### src/rtl/bs_comp_serial_driver.sv
// +-----------------------------------------------------------------------------+
// | bs_comp_serial_driver : MSB-first serial driver/resolver for a 1-bit         |
// | comparator slice. Optional macro BS_COMP_EARLY_EXIT_EN.   Revision: 1.0      |
// +-----------------------------------------------------------------------------+
`default_nettype none

module bs_comp_serial_driver #(
  parameter int WIDTH = 8
) (
  input  logic             clk,
  input  logic             rst,
  input  logic             start,
  input  logic [WIDTH-1:0] a_in,
  input  logic [WIDTH-1:0] b_in,
  output logic             a_bit,
  output logic             b_bit,
  input  logic             bit_lt,
  input  logic             bit_eq,
  input  logic             bit_gt,
  output logic             busy,
  output logic             done,
  output logic             LT,
  output logic             EQ,
  output logic             GT,
  output logic             err
);

  localparam int CW = $clog2(WIDTH);

  typedef enum logic [1:0] {
    S_IDLE  = 2'd0,
    S_SHIFT = 2'd1,
    S_DONE  = 2'd2
  } state_t;

  state_t           state_q, state_d;
  logic [WIDTH-1:0] a_sh_q, a_sh_d;
  logic [WIDTH-1:0] b_sh_q, b_sh_d;
  logic [CW-1:0]    cnt_q, cnt_d;
  logic             decided_q, decided_d;
  logic             gt_dir_q, gt_dir_d;
  logic             err_int_q, err_int_d;
  logic             busy_q, busy_d;
  logic             done_q, done_d;
  logic             lt_q, lt_d;
  logic             eq_q, eq_d;
  logic             gt_q, gt_d;
  logic             err_q, err_d;

  logic             slice_ok;
  logic             new_dec;
  logic             dec_now;
  logic             gt_now;
  logic             err_now;
  logic             commit;

  always_comb begin
    slice_ok = (bit_lt & ~bit_eq & ~bit_gt) |
               (~bit_lt & bit_eq & ~bit_gt) |
               (~bit_lt & ~bit_eq & bit_gt);
    // The first valid difference wins; later bits are less significant.
    new_dec  = ~decided_q & slice_ok & (bit_lt | bit_gt);
    dec_now  = decided_q | new_dec;
    gt_now   = new_dec ? bit_gt : gt_dir_q;
    err_now  = err_int_q | ~slice_ok;
`ifdef BS_COMP_EARLY_EXIT_EN
    commit   = (cnt_q == '0) | new_dec | ~slice_ok;
`else
    commit   = (cnt_q == '0);
`endif

    state_d   = state_q;
    a_sh_d    = a_sh_q;
    b_sh_d    = b_sh_q;
    cnt_d     = cnt_q;
    decided_d = decided_q;
    gt_dir_d  = gt_dir_q;
    err_int_d = err_int_q;
    busy_d    = busy_q;
    done_d    = 1'b0;
    lt_d      = lt_q;
    eq_d      = eq_q;
    gt_d      = gt_q;
    err_d     = err_q;

    case (state_q)
      S_IDLE: begin
        if (start) begin
          a_sh_d    = a_in;
          b_sh_d    = b_in;
          cnt_d     = CW'(WIDTH - 1);
          decided_d = 1'b0;
          gt_dir_d  = 1'b0;
          err_int_d = 1'b0;
          busy_d    = 1'b1;
          state_d   = S_SHIFT;
        end
      end
      S_SHIFT: begin
        decided_d = dec_now;
        gt_dir_d  = gt_now;
        err_int_d = err_now;
        a_sh_d    = {a_sh_q[WIDTH-2:0], 1'b0};
        b_sh_d    = {b_sh_q[WIDTH-2:0], 1'b0};
        cnt_d     = cnt_q - CW'(1);
        if (commit) begin
          // Zeroed registers keep a_bit/b_bit low outside SHIFT.
          a_sh_d  = '0;
          b_sh_d  = '0;
          lt_d    = ~err_now & dec_now & ~gt_now;
          gt_d    = ~err_now & dec_now & gt_now;
          eq_d    = ~err_now & ~dec_now;
          err_d   = err_now;
          done_d  = 1'b1;
          state_d = S_DONE;
        end
      end
      S_DONE: begin
        busy_d  = 1'b0;
        state_d = S_IDLE;
      end
      default: begin
        busy_d  = 1'b0;
        state_d = S_IDLE;
      end
    endcase
  end

  always_ff @(posedge clk or posedge rst) begin
    if (rst) begin
      state_q   <= S_IDLE;
      a_sh_q    <= '0;
      b_sh_q    <= '0;
      cnt_q     <= '0;
      decided_q <= 1'b0;
      gt_dir_q  <= 1'b0;
      err_int_q <= 1'b0;
      busy_q    <= 1'b0;
      done_q    <= 1'b0;
      lt_q      <= 1'b0;
      eq_q      <= 1'b0;
      gt_q      <= 1'b0;
      err_q     <= 1'b0;
    end else begin
      state_q   <= state_d;
      a_sh_q    <= a_sh_d;
      b_sh_q    <= b_sh_d;
      cnt_q     <= cnt_d;
      decided_q <= decided_d;
      gt_dir_q  <= gt_dir_d;
      err_int_q <= err_int_d;
      busy_q    <= busy_d;
      done_q    <= done_d;
      lt_q      <= lt_d;
      eq_q      <= eq_d;
      gt_q      <= gt_d;
      err_q     <= err_d;
    end
  end

  assign a_bit = a_sh_q[WIDTH-1];
  assign b_bit = b_sh_q[WIDTH-1];
  assign busy  = busy_q;
  assign done  = done_q;
  assign LT    = lt_q;
  assign EQ    = eq_q;
  assign GT    = gt_q;
  assign err   = err_q;

endmodule

`default_nettype wire
### config.mk
export PLATFORM = sky130hd
export DESIGN_NAME = bs_comp_serial_driver
export DESIGN_NICKNAME = d
export VERILOG_FILES = /design/src/rtl/bs_comp_serial_driver.sv
export SDC_FILE = /design/constraint.sdc
export NUM_CORES = 1
export LEC_CHECK = 0
export CORE_MARGIN = 10
export CORE_UTILIZATION = 54
export DETAILED_ROUTE_END_ITERATION = 10
export GPL_TIMING_DRIVEN = 0
export PLACE_DENSITY = 0.82
export SYNTH_ARGS = -nofsm -noshare
export SYNTH_HDL_FRONTEND = slang
export SYNTH_SLANG_ARGS = --single-unit
### constraint.sdc
create_clock -name clk -period 3.4 [get_ports clk]
set_clock_uncertainty 0.1 [all_clocks]
set_input_delay 0.51 -clock clk [delete_from_list [all_inputs] [get_ports clk]]
set_output_delay 0.51 -clock clk [all_outputs]
set_load 0.02 [all_outputs]
== Word-level counts from Yosys, hierarchy flattened ==
Cells that the tools add are included.
Storage, ports and cells
  register bits after elaboration: 30
  input bits: 22
  output and inout bits: 8
  logic and storage cells: 70
Operators by class
  add/subtract/negate cells: 1
  eq/ne operators: 3
  muxes and demuxes: 20
  bitwise operators: 26
  reduce and logical (&&, ||, !) cells: 7
Operators by type and width (count)
  8-bit two-way mux: 4
  8-bit one-hot mux with 2 select lines: 2
  1-bit AND: 12
  1-bit inverter: 9
  1-bit one-hot mux with 2 select lines: 4
  2-bit AND reduction: 4
  3-bit one-hot mux with 2 select lines: 1
  1-bit two-way mux: 5
  1-bit bitwise OR: 5
  2-bit two-way mux: 2
  2-bit inequality test (second input constant): 2
  2-bit one-hot mux with 2 select lines: 1
  3-bit logical NOT: 1
  3-bit two-way mux: 1
  3-bit by 1-bit subtractor with 3-bit output (second input constant): 1
  2-bit by 1-bit == test with 1-bit output (second input constant): 1
  2-bit logical NOT: 1
  2-bit nonzero test: 1

== Longest topological paths before layout ==
Gate-level depths: netlist of run 1.
  word-level depth: 10
  gate-level depth with buffers: 7

== Worst setup path after synthesis of run 1 ==
No wires, ideal clock.
  kind: reg2reg
  from: reg cnt_q[0]
  to: reg eq_q (netlist: EQ)
  arrival: 1411 ps
  data required time: 3190 ps
  setup slack: 1779 ps
  cell stages (with the launch flop): 7
  path buffers: 1
  clock period less this slack: 1621 ps
  cell sequence: dfrtp_1 -> inv_1 -> ha_1 -> ha_1 -> buf_2 -> nand3b_4 -> o41ai_1
On the way
  cells in the longest elaborated chain, start to end: 2
Ends and longest elaborated chain
  start: declaration: RTL line 39  | logic [CW-1:0] cnt_q, cnt_d;
  start signal: assignment: RTL line 148  | cnt_q <= cnt_d;
  3-bit logical NOT: RTL line 69  | commit = (cnt_q == '0);
  2-bit AND reduction (no source line)
  end signal: assignment: RTL line 155  | eq_q <= eq_d;
  end: declaration: RTL line 46  | logic eq_q, eq_d;
No other way between the ends.
A chain may end at the register's enable or synchronous reset.

== Final worst setup path of run 1 ==
Same ends and word-level chain as after synthesis.

==> impl_metrics.toml, run 1 <==
[run_status]
status = "complete, no violations"

[clock_tree]
cts_buffers = 5
clk_path_buf_depth = 2
clock-root-buffer = "clkbuf_4"
h-tree-depth = 2
cts_hold_buf = 0
cts_sinks = 30
post_cts_resized = 0
clk_pin_slew_ns = 0.08
post_cts_buffers = 0
clk-insertion-delay-late_ns = 0.32
tritoncts = "built"

[final_layout]
drive_gt1_share_pct = 8.06
final_cells = 216
fillers = 208
final_util_pct = 72.7
regArea_sq_um = 751
nets = 210
multi_input_area_sq_um = 633
syn2layout_area_growth_pct = 25.5
diodes = 0

[sta]
period_minus_slack_ns = 1.91
tns_ns = 0
worst_slew_pin_slew_ns = 1.12
slew_violations = 0
maxSlewHeadroom_pct = 25.0
final_min_period_over_clock_period_pct = 56.2
max_freq_mhz = 524
rsz0062_at_grt = "no"
setup_viol = 0
hold_viol_final = 0
setup_ws_ns = 1.49

[power]
vdd_drop_max_mv = 0.610
pwr-share-clk_pct = 13.1
p_sw_uw = 548
power.density_nw_per_um2 = 775
cellInternalPower_uw = 874
swShare_pct = 38.5
seqPwrFrac_pct = 40.2
leakage_uw = 0.000804
power_frac_comb_pct = 46.7

[floorplan]
rows = 18
die-area_sq_um = 5190
core_area_sq_um = 2520
die_h_um = 72.0
ios = 30
start_util_pct = 57.9
fp.dieW_um = 72.0

[synth]
synth-edff-count = 0
synth_cell_types = 28
synth-main-ff-cell = "dfrtp_1"
yosys_warnings = 0
synth_largest_area_cell = "dfrtp_1"
synth_commonest_cells = "dfrtp_1, nand2_1, a21oi_1"
yosysTopAreaCellShare_pct = 51.4
synth_fp_nets = 174
seq_area_frac_synth_pct = 51.4
syn_area_sq_um = 1460
ys_ff_latch = 30
synth_area_leaders = "dfrtp_1, nor4bb_1, a21oi_1, nand2_1, o21ai_1"
synth_area_per_cell_sq_um = 9.74
yosysMostFrequentCell = "dfrtp_1"
ys_async_sr_fraction_pct = 100
syn_inst = 150

[worst_setup_path]
r2r_end = "EQ"
required_ns = 3.50
rr_worst_depth = 6
end_kind = "flip-flop"
critPathKind = "flip-flop to flip-flop"
r2r_slack_ns = 1.49
r2r-start = "cnt_q[0]"
path_max_fanout = 10
critPathLaunchType = "flip-flop"
cp.arrival_ns = 2.01

[grt]
grt_antenna_before_repair = 0
grt_pass1_vias = 1278
grt_pass1_wl_um = 5950
grt-ovfl-total = 0
grt_max_degree = 31
track_usage_pct = 13.9

[detailed_routing]
firstDrtPassIters = 4
vias_per_cell = 5.72
wl_per_cell_um = 15.9
drt_wl_total_um = 3440
vias = 1235
route.detailed.drc = 0
drt_iter0_drc = 65
detail-route-antenna-nets = 0

[worst_hold_path]
worstHoldStart = "EQ"
hp-class = "flip-flop to flip-flop"
hold_path_end = "EQ"
whs_path_depth = 2

[place]
place_ws_ns = 1.31
place.gp.congestion = 0.799
portBuffers = 29
dp_hpwl_um = 2520
placed_cells = 209

[flow_run]
drv_cap = 0
-- sequential cells by signal, summed over array words and instances, names as in the netlist --
name       flops
busy           1
a_sh_q         8
done           1
err            1
LT             1
decided_q      1
err_int_q      1
EQ             1
state_q        2
gt_dir_q       1
cnt_q          3
GT             1
b_sh_q         8
-- power by group through the flow --
stage          sequential [uW]  combinational (uW)  clock (uW)
2_1_floorplan              594                 435           0
3_3_place_gp               569                 632           0
3_5_place_dp               578                 665           0
4_1_cts                    572                 668         190
5_1_grt                    593                 737         208
6_report                   572                 664         187
-- worst max path at each step --
stage | start | end | slack (ns)
floorplan | cnt_q[0] | EQ | 1.78
global placement | start | cnt_q[1] | 1.30
detailed placement | start | a_sh_q[6] | 1.31
CTS | cnt_q[0] | EQ | 1.45
global route | cnt_q[0] | EQ | 1.29
finish | cnt_q[0] | EQ | 1.49
-- placed cells by master, fill, tap and decap left out, types with 5 or more instances in the layout --
master | synthesis | layout
a21oi_1 | 18 | 18
clkbuf_1 | 5 | 7
nand2_1 | 23 | 23
dfrtp_1 | 30 | 30
buf_2 | 5 | 5
inv_1 | 6 | 6
nor4bb_1 | 13 | 13
clkbuf_4 | 0 | 5
clkdlybuf4s50_1 | 0 | 29
o21ai_1 | 17 | 17
-- through the flow --
stage	power, uW	cell area [sq um]	hold WS [ns]
after detailed placement	1240	1790	0.368
after CTS	1430	1830	0.388
after global placement	1200	1790	0.359
after global routing	1540	1830	0.407
after floorplan	1030	1460	0.347
final	1420	1830	0.385
-- cell type report --
class	count	area share (%)
buffer	10	2.39
clock buffer	7	2.46
inverter	9	1.84
multi-input combinational	101	34.5
sequential	30	40.9
tap	30	2.05
timing repair buffer	29	15.8
-- layer usage --
metal	track usage [%]	share of wire (%)	up-vias
met1	16.7	45	603
met4	5.38	0.99	0
li1	-	-	603
met5	0	0	-
met3	4.63	5.1	5
met2	22.5	49	24
-- kinds of logic (layout without fill, tap and decap cells) --
kind of cell | Yosys count | count (layout) | share of synthesized area (%)
AO/OA/AOI/OAI | 51 | 51 | 20.6
AND/OR/NAND/NOR | 47 | 47 | 20.4
flip-flops | 30 | 30 | 51.4
buffers and inverters | 19 | 55 | 5.31
adder cells (fa/ha/maj) | 2 | 2 | 1.71
XOR/XNOR | 1 | 1 | 0.599
-- critical path, stage by stage (launching register included) --
cell	delay (ns)
dfrtp_1	0.40
inv_1	0.07
ha_1	0.14
ha_1	0.26
buf_2	0.29
nand3b_4	0.18
o41ai_1	0.35
(Power assumes the default switching activity.)
==> inputs of run 2 (changes only) <==
- CORE_UTILIZATION: 54 -> 45
- PLACE_DENSITY: 0.82 -> 0.72
- clock period: 3.4 -> 1.7 ns (I/O delays scaled with it)
==> impl_metrics.toml, run 2 (synthesis gave the netlist of run 1 again) <==
[run_status]
status = "complete, no violations"

[clock_tree]
cts_hold_buf = 0
cts_sinks = 30
cts_buffers = 5
clock-root-buffer = "clkbuf_4"
clk_path_buf_depth = 2
h-tree-depth = 2
clk-insertion-delay-late_ns = 0.33
clk_pin_slew_ns = 0.10
tritoncts = "built"

[worst_setup_path]
path_max_fanout = 2
rr_worst_depth = 6
path_depth = 1
critPathLaunchType = "flip-flop"
cp_top_family = "buffers and inverters"
end_kind = "output pin"
cp_slowest_cell = "clkdlybuf4s50_1"
required_ns = 1.34
cp.arrival_ns = 1.30
path_cells = "clkdlybuf4s50_1"
slowest_delay_ns = 0.61
critPathKind = "flip-flop to output pin"
crit_buf_inv = 1

[grt]
track_usage_pct = 12.4
grt-ovfl-total = 0
grt_max_degree = 31
grt_pass1_vias = 1287
grt_antenna_before_repair = 0
grt_pass1_wl_um = 6240

[final_layout]
fin_area_sq_um = 1930
syn2layout_area_growth_pct = 32.2
reg.largest.list = "a_sh_q: 8 flops, b_sh_q: 8 flops, cnt_q: 3 flops"
diodes = 0
layout_commonest_cell = "dfrtp_1"
drive_gt1_share_pct = 12.7
final_util_pct = 62.8
nets = 212
mostFrequentLayoutCells = "dfrtp_1, clkdlybuf4s50_1, nand2_1"
final_cells = 233

[floorplan]
fp.dieW_um = 77.0
die-area_sq_um = 5930
ios = 30
rows = 20
core_area_sq_um = 3080
start_util_pct = 47.5
die_h_um = 77.0

[place]
place.gp.congestion = 0.778
placed_area_sq_um = 1810
placed_cells = 223
place_ws_ns = -0.189
dp_hpwl_um = 2540
portBuffers = 29

[power]
vdd_drop_max_mv = 0.915
power.density_nw_per_um2 = 1540
leakage_uw = 0.000862

[sta]
tns_ns = 0
setup_ws_ns = 0.0402
rsz0062_at_grt = "yes"
hold_viol_final = 0
period_minus_slack_ns = 1.66
worst_slew_pin_slew_ns = 1.11
setup_viol = 0
final_min_period_over_clock_period_pct = 97.6
max_freq_mhz = 602
maxSlewHeadroom_pct = 26.0
slew_violations = 0

[detailed_routing]
detail-route-antenna-nets = 0
vias = 1235
firstDrtPassIters = 4
drt_wl_total_um = 3470
wl_per_cell_um = 14.9
route.detailed.drc = 0
vias_per_cell = 5.30
drt_iter0_drc = 71

[worst_hold_path]
whs_path_depth = 2
hp-class = "flip-flop to flip-flop"

[flow_run]
drv_cap = 0
-- run 2: changes by cell type in the layout (fill, tap and decap cells not counted), moves of 2 or more --
cell / before / now
nor4bb_2: 0 / 3
dlymetal6s2s_1: 0 / 2
nor4bb_1: 13 / 10
clkdlybuf4s50_1: 29 / 27
buf_4: 0 / 2
-- run 2: repair_timing --
| item | in CTS | in global routing |
|---|---|---|
| gates resized for setup | 4 | 6 |
| setup buffers | 0 | 2 |
| setup endpoints to repair | 12 | 12 |
| pin swaps | 0 | 0 |
-- run 2: metal layers --
layer	GRT usage (%)	routed length (um)	vias up
li1	-	-	609
met1	16.2	1610	601
met2	19.1	1690	20
met3	4.31	137	5
met4	2.74	25	0
met5	0	0	-
-- run 2: final timing paths --
check                          from   endpoint  slack (ns)
max                              GT         GT        0.04
min                              EQ         EQ        0.38
max reg2reg                cnt_q[0]         EQ        0.07
min reg2reg                      EQ         EQ        0.38
max in group asynchronous       rst  b_sh_q[1]        0.43
min in group asynchronous       rst  a_sh_q[4]        0.40
-- run 2: stage by stage --
step | hold WS (ns) | power (uW)
floorplan | 0.246 | 2060
global placement | 0.359 | 2420
detailed placement | 0.368 | 2480
CTS | 0.389 | 2950
global route | 0.395 | 3250
finish | 0.384 | 2980
-- run 2: area by class of cell --
cell class,count,area (sq um)
clock buffer,7,55.1
timing repair buffer,31,310
tap,44,55.1
fill,281,1150
buffer,10,50.0
multi-input combinational,101,672
inverter,9,33.8
clock inverter,1,5.00
sequential,30,751
-- run 2: where the power goes --
group | internal (uW) | switching, uW
Sequential | 991 | 153
Clock | 200 | 239
Combinational | 654 | 740
Total | 1850 | 1130
